$ cat config.mk
export PLATFORM = sky130hd
export DESIGN_NAME = dtcfg_scheduler_flat
export DESIGN_NICKNAME = d
export VERILOG_FILES = /design/src/rtl/dtcfg_scheduler_pkg.sv /design/src/rtl/dtcfg_scheduler_if.sv /design/src/rtl/dtcfg_scheduler_shadow_bank.sv /design/src/rtl/dtcfg_scheduler.sv /design/src/flat_wrapper.sv
export SDC_FILE = /design/constraint.sdc
export NUM_CORES = 1
export LEC_CHECK = 0
export CORE_MARGIN = 5
export CORE_UTILIZATION = 48
export DETAILED_ROUTE_END_ITERATION = 10
export HOLD_SLACK_MARGIN = 0.05
export PLACE_DENSITY_LB_ADDON = 0.05
export SLEW_MARGIN = 20
export SYNTH_ARGS = -nofsm -noshare
export SYNTH_HDL_FRONTEND = slang
export SYNTH_SLANG_ARGS = --single-unit
$ cat constraint.sdc
create_clock -name clk -period 2.4 [get_ports clk]
set_input_delay 0.24 -clock clk [delete_from_list [all_inputs] [get_ports clk]]
set_output_delay 0.24 -clock clk [all_outputs]
set_load 0.03 [all_outputs]
$ cat src/rtl/dtcfg_scheduler_pkg.sv
// Shared PWM types for the dead-time configuration scheduler and its state encoding.
// `DTCOUNT_WIDTH sets the dead-time counter width used across the bank.
`ifndef DTCOUNT_WIDTH
`define DTCOUNT_WIDTH 8
`endif

package PKG_pwm;

  typedef enum logic { PWM_OFF = 1'b0, PWM_ON = 1'b1 } _pwm_onoff;
  typedef enum logic { DT_OFF  = 1'b0, DT_ON  = 1'b1 } _dt_onoff;

  typedef enum logic [2:0] {
    S_OFF   = 3'd0,
    S_IDLE  = 3'd1,
    S_PEND  = 3'd2,
    S_APPLY = 3'd3,
    S_FAULT = 3'd4
  } _state_dtcfg;

endpackage

$ cat src/rtl/dtcfg_scheduler_if.sv
// Register-side update channel: request fields plus the one-cycle acknowledge.
`ifndef DTCOUNT_WIDTH
`define DTCOUNT_WIDTH 8
`endif

interface dtcfg_scheduler_if
  import PKG_pwm::*;
#(
  parameter int unsigned CH_W = 3
);
  logic                      cfg_req;
  logic [CH_W-1:0]           cfg_chan;
  logic [`DTCOUNT_WIDTH-1:0] cfg_dtime;
  logic                      cfg_logic;
  _dt_onoff                  cfg_dt_onoff;
  logic                      cfg_ack;

  modport master (
    output cfg_req, cfg_chan, cfg_dtime, cfg_logic, cfg_dt_onoff,
    input  cfg_ack
  );

  modport slave (
    input  cfg_req, cfg_chan, cfg_dtime, cfg_logic, cfg_dt_onoff,
    output cfg_ack
  );
endinterface

$ cat src/rtl/dtcfg_scheduler_shadow_bank.sv
// Live per-channel dead-time configuration with a single write port.
`ifndef DTCOUNT_WIDTH
`define DTCOUNT_WIDTH 8
`endif

module dtcfg_shadow_bank #(
  parameter int unsigned N_CH = 8,
  parameter int unsigned CH_W = 3
) (
  input  logic                           clk,
  input  logic                           reset,
  input  logic                           wr_en,
  input  logic [CH_W-1:0]                wr_chan,
  input  logic [`DTCOUNT_WIDTH-1:0]      wr_dtime,
  input  logic                           wr_logic,
  input  logic                           wr_dt_onoff,
  output logic [N_CH*`DTCOUNT_WIDTH-1:0] dtime_out,
  output logic [N_CH-1:0]                logic_out,
  output logic [N_CH-1:0]                dt_onoff_out
);
  localparam int unsigned DW = `DTCOUNT_WIDTH;

  // Reset polarity is all-ones with dead-time enabled (DT_ON encodes as 1).
  always_ff @(posedge clk) begin
    if (reset) begin
      dtime_out    <= '0;
      logic_out    <= '1;
      dt_onoff_out <= '1;
    end else if (wr_en) begin
      for (int unsigned i = 0; i < N_CH; i++) begin
        if (wr_chan == CH_W'(i)) begin
          dtime_out[i*DW +: DW] <= wr_dtime;
          logic_out[i]          <= wr_logic;
          dt_onoff_out[i]       <= wr_dt_onoff;
        end
      end
    end
  end
endmodule

$ cat src/rtl/dtcfg_scheduler.sv
// Dead-time configuration scheduler: shadows updates and commits them at a safe sync point.
// Optional DTCFG_SYNC_TIMEOUT_EN drops an update after MAX_SYNC unusable sync ticks.
`ifndef DTCOUNT_WIDTH
`define DTCOUNT_WIDTH 8
`endif

module dtcfg_scheduler
  import PKG_pwm::*;
#(
  parameter int unsigned N_CH     = 8,
  parameter int unsigned CH_W     = 3,
  parameter int unsigned MAX_SYNC = 4
) (
  input  logic                           clk,
  input  logic                           reset,
  dtcfg_scheduler_if.slave               cfg,
  input  logic                           sync_tick,
  input  logic [N_CH-1:0]                pwmin,
  input  logic                           fault,
  input  logic                           fault_clr,
  output logic [N_CH*`DTCOUNT_WIDTH-1:0] dtime_out,
  output logic [N_CH-1:0]                logic_out,
  output logic [N_CH-1:0]                dt_onoff_out,
  output _pwm_onoff                      pwm_onoff,
  output logic                           busy,
  output logic                           upd_done,
  output logic                           upd_drop
);
  localparam int unsigned CNT_W = $clog2(MAX_SYNC + 1);

  _state_dtcfg state, state_d;
  _pwm_onoff   pwm_d;
  logic        ack_d, busy_d, done_d, sh_ld, bank_we, use_cfg;
  logic [CNT_W-1:0] cnt, cnt_d;

  logic [CH_W-1:0]           sh_chan;
  logic [`DTCOUNT_WIDTH-1:0] sh_dtime;
  logic                      sh_logic;
  _dt_onoff                  sh_dt_onoff;

  logic req_new, chan_ok, pend_pwm;

  // A request still high while its ack is showing is the one just taken.
  assign req_new = cfg.cfg_req && !cfg.cfg_ack;
  assign chan_ok = 32'(cfg.cfg_chan) < N_CH;

  always_comb begin
    pend_pwm = 1'b0;
    for (int unsigned i = 0; i < N_CH; i++)
      if (sh_chan == CH_W'(i)) pend_pwm = pwmin[i];
  end

`ifdef DTCFG_SYNC_TIMEOUT_EN
  logic drop_d;
`endif

  always_comb begin
    state_d = state;
    pwm_d   = pwm_onoff;
    ack_d   = 1'b0;
    busy_d  = busy;
    done_d  = 1'b0;
    cnt_d   = cnt;
    sh_ld   = 1'b0;
    bank_we = 1'b0;
    use_cfg = 1'b0;
`ifdef DTCFG_SYNC_TIMEOUT_EN
    drop_d  = 1'b0;
`endif
    if (fault) begin
      state_d = S_FAULT;
      pwm_d   = PWM_OFF;
      busy_d  = 1'b0;
      cnt_d   = '0;
    end else begin
      case (state)
        S_OFF: begin
          if (req_new) begin
            ack_d   = 1'b1;
            bank_we = chan_ok;
            use_cfg = 1'b1;
          end
          if (sync_tick) begin
            state_d = S_IDLE;
            pwm_d   = PWM_ON;
          end
        end
        S_IDLE: begin
          if (req_new) begin
            ack_d = 1'b1;
            if (chan_ok) begin
              sh_ld   = 1'b1;
              busy_d  = 1'b1;
              cnt_d   = '0;
              state_d = S_PEND;
            end
          end
        end
        S_PEND: begin
          if (sync_tick) begin
            if (!pend_pwm) begin
              state_d = S_APPLY;
`ifdef DTCFG_SYNC_TIMEOUT_EN
            end else if (32'(cnt) + 1 >= MAX_SYNC) begin
              drop_d  = 1'b1;
              busy_d  = 1'b0;
              cnt_d   = '0;
              state_d = S_IDLE;
`endif
            end else if (32'(cnt) < MAX_SYNC) begin
              cnt_d = cnt + 1'b1;
            end
          end
        end
        S_APPLY: begin
          bank_we = 1'b1;
          done_d  = 1'b1;
          busy_d  = 1'b0;
          cnt_d   = '0;
          state_d = S_IDLE;
        end
        S_FAULT: begin
          if (fault_clr) state_d = S_OFF;
        end
        default: state_d = S_OFF;
      endcase
    end
  end

  always_ff @(posedge clk) begin
    if (reset) begin
      state       <= S_OFF;
      pwm_onoff   <= PWM_OFF;
      cfg.cfg_ack <= 1'b0;
      busy        <= 1'b0;
      upd_done    <= 1'b0;
      cnt         <= '0;
      sh_chan     <= '0;
      sh_dtime    <= '0;
      sh_logic    <= 1'b0;
      sh_dt_onoff <= DT_OFF;
    end else begin
      state       <= state_d;
      pwm_onoff   <= pwm_d;
      cfg.cfg_ack <= ack_d;
      busy        <= busy_d;
      upd_done    <= done_d;
      cnt         <= cnt_d;
      if (sh_ld) begin
        sh_chan     <= cfg.cfg_chan;
        sh_dtime    <= cfg.cfg_dtime;
        sh_logic    <= cfg.cfg_logic;
        sh_dt_onoff <= cfg.cfg_dt_onoff;
      end
    end
  end

`ifdef DTCFG_SYNC_TIMEOUT_EN
  always_ff @(posedge clk) begin
    if (reset) upd_drop <= 1'b0;
    else       upd_drop <= drop_d;
  end
`else
  assign upd_drop = 1'b0;
`endif

  // While off nothing is switching, so requests bypass the shadow.
  dtcfg_shadow_bank #(
    .N_CH (N_CH),
    .CH_W (CH_W)
  ) u_bank (
    .clk          (clk),
    .reset        (reset),
    .wr_en        (bank_we),
    .wr_chan      (use_cfg ? cfg.cfg_chan : sh_chan),
    .wr_dtime     (use_cfg ? cfg.cfg_dtime : sh_dtime),
    .wr_logic     (use_cfg ? cfg.cfg_logic : sh_logic),
    .wr_dt_onoff  (use_cfg ? (cfg.cfg_dt_onoff == DT_ON) : (sh_dt_onoff == DT_ON)),
    .dtime_out    (dtime_out),
    .logic_out    (logic_out),
    .dt_onoff_out (dt_onoff_out)
  );
endmodule

$ cat src/flat_wrapper.sv
// flat-port wrapper written by rule: the top's interface ports become plain ports
module dtcfg_scheduler_flat import PKG_pwm::*;
#(
  parameter int unsigned N_CH     = 8,
  parameter int unsigned CH_W     = 3,
  parameter int unsigned MAX_SYNC = 4
)
  (clk, reset, sync_tick, pwmin, fault, fault_clr, dtime_out, logic_out, dt_onoff_out, pwm_onoff, busy, upd_done, upd_drop, cfg_cfg_req, cfg_cfg_chan, cfg_cfg_dtime, cfg_cfg_logic, cfg_cfg_dt_onoff, cfg_cfg_ack);
  dtcfg_scheduler_if #(.CH_W(CH_W)) cfg_i ();
  input  logic clk;
  input  logic reset;
  input  logic sync_tick;
  input  logic [N_CH-1:0] pwmin;
  input  logic fault;
  input  logic fault_clr;
  output logic [N_CH*`DTCOUNT_WIDTH-1:0] dtime_out;
  output logic [N_CH-1:0] logic_out;
  output logic [N_CH-1:0] dt_onoff_out;
  output _pwm_onoff pwm_onoff;
  output logic busy;
  output logic upd_done;
  output logic upd_drop;
  input wire logic [$bits(cfg_i.cfg_req)-1:0] cfg_cfg_req;
  input wire logic [$bits(cfg_i.cfg_chan)-1:0] cfg_cfg_chan;
  input wire logic [$bits(cfg_i.cfg_dtime)-1:0] cfg_cfg_dtime;
  input wire logic [$bits(cfg_i.cfg_logic)-1:0] cfg_cfg_logic;
  input wire logic [$bits(cfg_i.cfg_dt_onoff)-1:0] cfg_cfg_dt_onoff;
  output wire logic [$bits(cfg_i.cfg_ack)-1:0] cfg_cfg_ack;
  assign cfg_i.cfg_req = cfg_cfg_req;
  assign cfg_i.cfg_chan = cfg_cfg_chan;
  assign cfg_i.cfg_dtime = cfg_cfg_dtime;
  assign cfg_i.cfg_logic = cfg_cfg_logic;
  assign cfg_i.cfg_dt_onoff = cfg_cfg_dt_onoff;
  assign cfg_cfg_ack = cfg_i.cfg_ack;
  dtcfg_scheduler #(.N_CH(N_CH), .CH_W(CH_W), .MAX_SYNC(MAX_SYNC)) u_core (.clk(clk), .reset(reset), .cfg(cfg_i), .sync_tick(sync_tick), .pwmin(pwmin), .fault(fault), .fault_clr(fault_clr), .dtime_out(dtime_out), .logic_out(logic_out), .dt_onoff_out(dt_onoff_out), .pwm_onoff(pwm_onoff), .busy(busy), .upd_done(upd_done), .upd_drop(upd_drop));
endmodule
==> results of run 1 <==
-- sequential cells by signal, indices dropped and copies added (netlist names) --
| name | flops |
|---|---|
| u_core.state | 3 |
| u_core.pwm_onoff | 1 |
| u_core.upd_done | 1 |
| u_core.cfg.cfg_ack | 1 |
| u_core.sh_dt_onoff | 1 |
| u_core.sh_logic | 1 |
| u_core.sh_dtime | 8 |
| u_core.sh_chan | 3 |
| u_core.u_bank.logic_out | 8 |
| u_core.u_bank.dt_onoff_out | 8 |
| u_core.u_bank.dtime_out | 64 |
| u_core.busy | 1 |
-- power by group through the flow --
stage / logic [mW] / registers, mW / clock network [mW]
after floorplan: 0.142 / 1.78 / 0
after global placement: 0.331 / 1.74 / 0
after detailed placement: 0.335 / 1.75 / 0
after CTS: 0.337 / 1.71 / 1.17
after global routing: 0.356 / 1.71 / 1.26
final: 0.335 / 1.71 / 1.16
-- cell families (layout without fill, tap and decap cells) --
group / count (synthesis) / in the layout / share of synthesized area (%)
and+or+nand+nor: 150 / 150 / 18.2
DFF: 100 / 100 / 49.4
AOI/OAI and AO/OA: 90 / 90 / 18.2
buffers and inverters: 39 / 158 / 4.41
muxes: 28 / 28 / 9.69
other: 1 / 1 / 0.0925
-- how the worst max path moves through the flow --
stage	startpoint	end	slack (ns)	cells after the start
finish	u_core.state[1]	u_core.u_bank.dtime_out[37]	0.39	5
floorplan	u_core.state[1]	u_core.u_bank.dtime_out[48]	0.62	6
global placement	fault	u_core.u_bank.dtime_out[60]	0.13	6
global route	u_core.sh_chan[0]	u_core.u_bank.dtime_out[12]	0.21	4
detailed placement	cfg_cfg_chan[0]	u_core.u_bank.dt_onoff_out[0]	0.08	6
CTS	u_core.state[0]	u_core.u_bank.dt_onoff_out[0]	0.40	5
-- cells in the final DEF (no fill, tap or decap), types with 3 or more instances in the layout --
master           netlist  routed
a21oi_1               14      14
nand2b_1               6       6
nor3_1                 5       5
clkbuf_8               0       9
nor4_2                 3       3
nand3_1                7       7
mux2i_4                8       8
dfxtp_1              100     100
nor2b_1                3       3
clkdlybuf4s50_1        0     109
buf_4                  7      19
nand2_1               29      29
mux2i_1               19      19
a221oi_1              64      64
a31o_2                 3       3
inv_1                 12      12
nor2_1                82      82
-- layout make-up --
| cell class | instances | area (um2) | area share (%) |
|---|---|---|---|
| well taps | 105 | 131 | 2.37 |
| flip-flops and latches | 100 | 2000 | 36.1 |
| multi-input cells | 269 | 1870 | 33.8 |
| repair buffers | 131 | 1280 | 23.1 |
| inverters | 12 | 45.0 | 0.813 |
| clock buffers | 9 | 124 | 2.24 |
| clock inverters | 6 | 88.8 | 1.60 |
-- stage by stage --
step	instance area, um2	hold WS [ns]
2_1_floorplan	4050	0.317
3_3_place_gp	5330	0.455
3_5_place_dp	5330	0.463
4_1_cts	5540	0.153
5_1_grt	5540	0.174
6_report	5540	0.168
-- metal layers --
layer	routed length [um]	vias to the layer above	share of wire [%]	global-route usage [%]
met5	0	-	0	0
met4	133	0	1.2	6.66
met3	1090	14	9.5	4.85
met2	5510	129	48	35.0
met1	4790	1700	42	31.5
li1	-	1724	-	-
==> summary.txt, run 1 <==
Outcome
  • Outcome: completed

Synth
  • Synth cell count leaders: dfxtp_1, nor2_1, a221oi_1, nand2_1, mux2i_1
  • Synth Area per Inst: 9.93 um2
  • Syn nets: 435
  • Most common cell in the netlist: dfxtp_1
  • Yosys warns: 0
  • Post-synthesis register bit count: 100
  • Synthesized cell area: 0.00405 mm2
  • Seq/Total Area, Yosys: 49.4%
  • Syn Inst Count: 408
  • Synth top area cells: dfxtp_1, a221oi_1, nor2_1
  • Post-synth top flop: dfxtp_1
  • Fraction of registers with async set/reset: 0%
  • Dominant cell type by area after synthesis: dfxtp_1
  • Synth top area share: 49.4%
  • Number of flops mapped to enable cells by yosys: 0
  • Distinct cells, synth: 40

Finish
  • N_diodes: 0
  • Share of cells above drive strength 1: 12.0%
  • Nets: 550
  • Layout area overhead: 36.7%
  • Finished Layout Cells: 632
  • Layout fillers: 696
  • Core Util, Final: 67.4%

Pwr
  • VDD IR max: 0.331 mV
  • Net Sw Frac: 24.6%
  • Clk pwr share: 36.1%
  • Power, Total: 3.20 mW
  • Internal: 2.41 mW
  • Sw power: 0.785 mW
  • Sequential share of power: 53.4%
  • PwrDens: 577 mW/mm2
  • Static Leak: 1.83 nW
  • Gate power share: 10.5%

Floorplanning
  • Core area: 0.00822 mm2
  • Die height: 102 um
  • Die area: 0.0104 mm2
  • Row cnt: 33
  • Die Wd: 102 um
  • I/O Pins: 112
  • Initial core utilization: 49.3%

Clock tree
  • Largest buffer count on any clock path: 2
  • TritonCTS clock tree: yes
  • Root buffer cell: clkbuf_8
  • CTS sink count: 100
  • Clock Pin Slew Worst Setup and Hold Paths: 0.09 ns
  • Cts hold-fix bufs: 0
  • Htree depth: 3
  • Worst-skew pair later-pin latency: 0.36 ns
  • Cts bufs inserted: 9
  • Setup bufs post-CTS: 0
  • Cts repair resizes: 0

Setup path
  • Setup CP Type: register to register
  • CP bufs+invs: 1
  • R2R setup slack: 0.39 ns
  • R2r worst-path depth: 5
  • Delay-heaviest family, CP: simple AND/OR/NAND/NOR gates
  • Worst path slowest cell: dfxtp_1
  • Worst path cell trace: nand4bb_1 -> buf_4 -> nor4b_4 -> nand2b_1 -> a221oi_1
  • Max stage delay on crit path: 0.59 ns
  • Reg-to-reg critical path startpoint: u_core.state[1]
  • Worst EP required: 2.61 ns
  • Startpoint Class: register
  • R2R Path End: u_core.u_bank.dtime_out[37]
  • Crit path DAT: 2.22 ns
  • CP endpoint kind: register
  • Highest fanout seen on the critical path: 10

GRT
  • Total gr overflow: 0
  • Initial antenna violation count: 0
  • First-pass GRT wire length: 18100 um
  • All-Layer GR Usage: 22.4%
  • Pin count of the biggest net entering global routing: 51
  • Vias in the first global route: 3475

STA
  • Period utilisation layout: 83.8%
  • Worst Skew: 0.00953 ns
  • Final Slew Violations: 0
  • Minimum clock period: 2.01 ns
  • Setup_tns: 0 ns
  • Final Hold Fails: 0
  • RSZ-0062 raised after global routing: no
  • Fmax achieved: 0.497 GHz
  • Slew HR: 58.3%
  • Least-Margin Pin Slew: 0.626 ns
  • Worst setup margin: 0.389 ns
  • Endpoints failing setup: 0

Place
  • GP Congestion: 0.777
  • Post-Place Cells: 617
  • Post-Place Worst Slack: 0.0792 ns
  • DP Wirelength: 7960 um
  • IO Port Bufs: 110

Detailed routing
  • Vias: 3567
  • DRC: 0
  • First drt pass iteration count: 5
  • DR vias/cell: 5.64
  • Total Wirelength: 11500 um
  • DR WL/cell: 18.2 um
  • Antenna-violating nets left: 0
  • DR iter-0 viols: 150

Hold path
  • Worst Hold End: u_core.state[2]
  • Hold Path Class: input pin to register
  • Min-delay src: reset
  • Worst hold path depth: 2

Flow run
  • Max_cap viols: 0
Power figures use the tool's default switching activity.
==> run 2, diff against run 1 <==
==> constraint.sdc (replaced) <==
create_clock -name clk -period 1.9 [get_ports clk]
set_input_delay 0.19 -clock clk [delete_from_list [all_inputs] [get_ports clk]]
set_output_delay 0.19 -clock clk [all_outputs]
set_load 0.03 [all_outputs]
==> summary.txt, run 2 (synthesis results as in run 1) <==
Pwr
  • Power, Total: 3.95 mW (+24%)
  • Static Leak: 2.07 nW (+13%)
  • PwrDens: 662 mW/mm2 (+15%)
  • VDD IR max: 0.358 mV (+8.3%)

Place
  • GP Congestion: 0.875 (+13%)
  • IO Port Bufs: 110 (unchanged)
  • Post-Place Worst Slack: -0.201 ns (-0.281 ns)
  • DP Wirelength: 8740 um (+9.7%)

Finish
  • N_diodes: 0 (unchanged)
  • Share of cells above drive strength 1: 18.9% (+7.0 points)
  • Top reg by flops: u_core.u_bank.dtime_out
  • Most common cell after layout, fill and taps aside: clkdlybuf4s50_1
  • Core Util, Final: 72.6% (+5.2 points)
  • Layout fillers: 615 (-12%)
  • Layout area overhead: 47.3%
  • Nets: 588 (+6.9%)
  • Max reg flops: 64 (unchanged)
  • Multi-input logic area: 0.00192 mm2 (+2.4%)
  • Highest-count cells in the layout ignoring fill and taps: clkdlybuf4s50_1, dfxtp_1, nor2_1
  • Register Area: 0.00200 mm2 (about the same)

Clock tree
  • Clock Pin Slew Worst Setup and Hold Paths: 0.11 ns (+0.02 ns)
  • Cts bufs inserted: 9 (unchanged)
  • Setup bufs post-CTS: 0 (unchanged)
  • Root buffer cell: clkbuf_8
  • CTS sink count: 100 (unchanged)
  • Htree depth: 3 (unchanged)
  • Cts hold-fix bufs: 0 (unchanged)
  • Worst-skew pair later-pin latency: 0.36 ns (about the same)
  • Largest buffer count on any clock path: 2 (unchanged)
  • TritonCTS clock tree: yes

GRT
  • All-Layer GR Usage: 23.9% (+1.5 points)
  • Vias in the first global route: 3784 (+8.9%)
  • Initial antenna violation count: 0 (unchanged)
  • First-pass GRT wire length: 19400 um (+7.7%)
  • Total gr overflow: 0 (unchanged)
  • Pin count of the biggest net entering global routing: 61 (+20%)

STA
  • Minimum clock period: 1.78 ns (-0.228 ns)
  • Slew HR: 67.1% (+8.9 points)
  • Least-Margin Pin Slew: 0.483 ns (-0.143 ns)
  • Endpoints failing setup: 0 (unchanged)
  • Worst setup margin: 0.117 ns (-0.272 ns)
  • Worst Skew: 0.0141 ns (+0.00455 ns)
  • Final Hold Fails: 0 (unchanged)
  • Final Slew Violations: 0 (unchanged)
  • Period utilisation layout: 93.9% (+10 points)
  • Fmax achieved: 0.561 GHz (+13%)
  • RSZ-0062 raised after global routing: no

Setup path
  • Highest fanout seen on the critical path: 10 (unchanged)
  • Startpoint Class: register
  • Worst path slowest cell: dfxtp_2
  • Worst path cell trace: nor4b_4 -> buf_6 -> nand2_8 -> mux2i_4 -> buf_4 -> a221oi_1
  • CP endpoint kind: register
  • Delay-heaviest family, CP: simple AND/OR/NAND/NOR gates
  • Setup CP Type: register to register
  • CP bufs+invs: 2 (+1)
  • Worst EP required: 2.16 ns (-0.45 ns)
  • Crit path DAT: 2.04 ns (-0.18 ns)
  • Max stage delay on crit path: 0.38 ns (-0.21 ns)

Hold path
  • Hold Path Class: input pin to register

Detailed routing
  • DR vias/cell: 5.71 (+1.2%)
  • DR WL/cell: 18.1 um (-0.64%)
  • DR iter-0 viols: 182 (+21%)
  • Antenna-violating nets left: 0 (unchanged)
  • Vias: 3831 (+7.4%)
  • DRC: 0 (unchanged)
  • First drt pass iteration count: 5 (unchanged)
  • Total Wirelength: 12200 um (+5.5%)

Floorplanning
  • Core area: 0.00822 mm2 (unchanged)
  • Die Wd: 102 um (unchanged)
  • Row cnt: 33 (unchanged)
  • Die height: 102 um (unchanged)
  • Die area: 0.0104 mm2 (unchanged)
  • Initial core utilization: 49.3% (unchanged)
  • I/O Pins: 112 (unchanged)

Outcome
  • Outcome: completed

Flow run
  • Max_cap viols: 0 (unchanged)
run 2: changes by cell type in the layout (fill, tap and decap cells not counted), sizes merged:
cell,delta
buf,+38
bufinv,-2
inv,+2
clkbuf,+1
clkinv,+1
clkinvlp,-1
run 2: cell type report:
class	instances	share of cell area, %
flip-flops and latches	100	33.6
multi-input cells	269	32.1
repair buffers	169	28.2
clock buffers	10	2.31
well taps	105	2.20
clock inverters	6	0.901
inverters	12	0.755
run 2: stage by stage:
step | area [um2] | setup TNS, ns | std cells | hold slack, ns
after floorplan | 4050 | 0 | 408 | 0.267
after global placement | 5730 | -7.93 | 655 | 0.457
after detailed placement | 5730 | -11.47 | 655 | 0.463
after CTS | 5920 | 0 | 671 | 0.224
after global routing | 5970 | 0 | 671 | 0.246
final | 5970 | 0 | 671 | 0.243
run 2: worst reg2reg max path: cells and delay by family (launching register included):
kind	cells	cell delay (ns)
and+or+nand+nor	2	0.41
DFF	1	0.38
buffers and inverters	2	0.32
AOI/OAI and AO/OA	1	0.32
muxes	1	0.24
run 2: path summary, 6_finish.rpt:
| kind | from | to | slack [ns] | cells after the start |
|---|---|---|---|---|
| setup / recovery | u_core.state[1] | u_core.u_bank.dtime_out[35] | 0.12 | 6 |
| hold / removal | reset | u_core.state[2] | 0.24 | 2 |
| setup reg to reg | u_core.state[1] | u_core.u_bank.dtime_out[35] | 0.12 | 6 |
| hold reg to reg | u_core.u_bank.dtime_out[23] | u_core.u_bank.dtime_out[23] | 0.47 | 2 |
run 2: power breakdown:
group | leakage (nW) | switching [mW] | total [mW] | internal (mW)
clock | 0.0954 | 0.772 | 1.31 | 0.536
sequential | 0.809 | 0.0257 | 2.16 | 2.13
combinational | 1.16 | 0.259 | 0.490 | 0.231
run 2: what timing repair did:
action                                  CTS  global route
endpoints found under the setup margin    0            21
gates resized for setup                   0             7
endpoints found under the hold margin     0             0
run 2: metal layers:
metal / vias up / track usage, % / wire, um
met2: 161 / 40.4 / 6010
met5: - / 0 / 0
met4: 0 / 5.75 / 117
met1: 1848 / 31.2 / 4950
met3: 10 / 5.60 / 1080
li1: 1812 / - / -
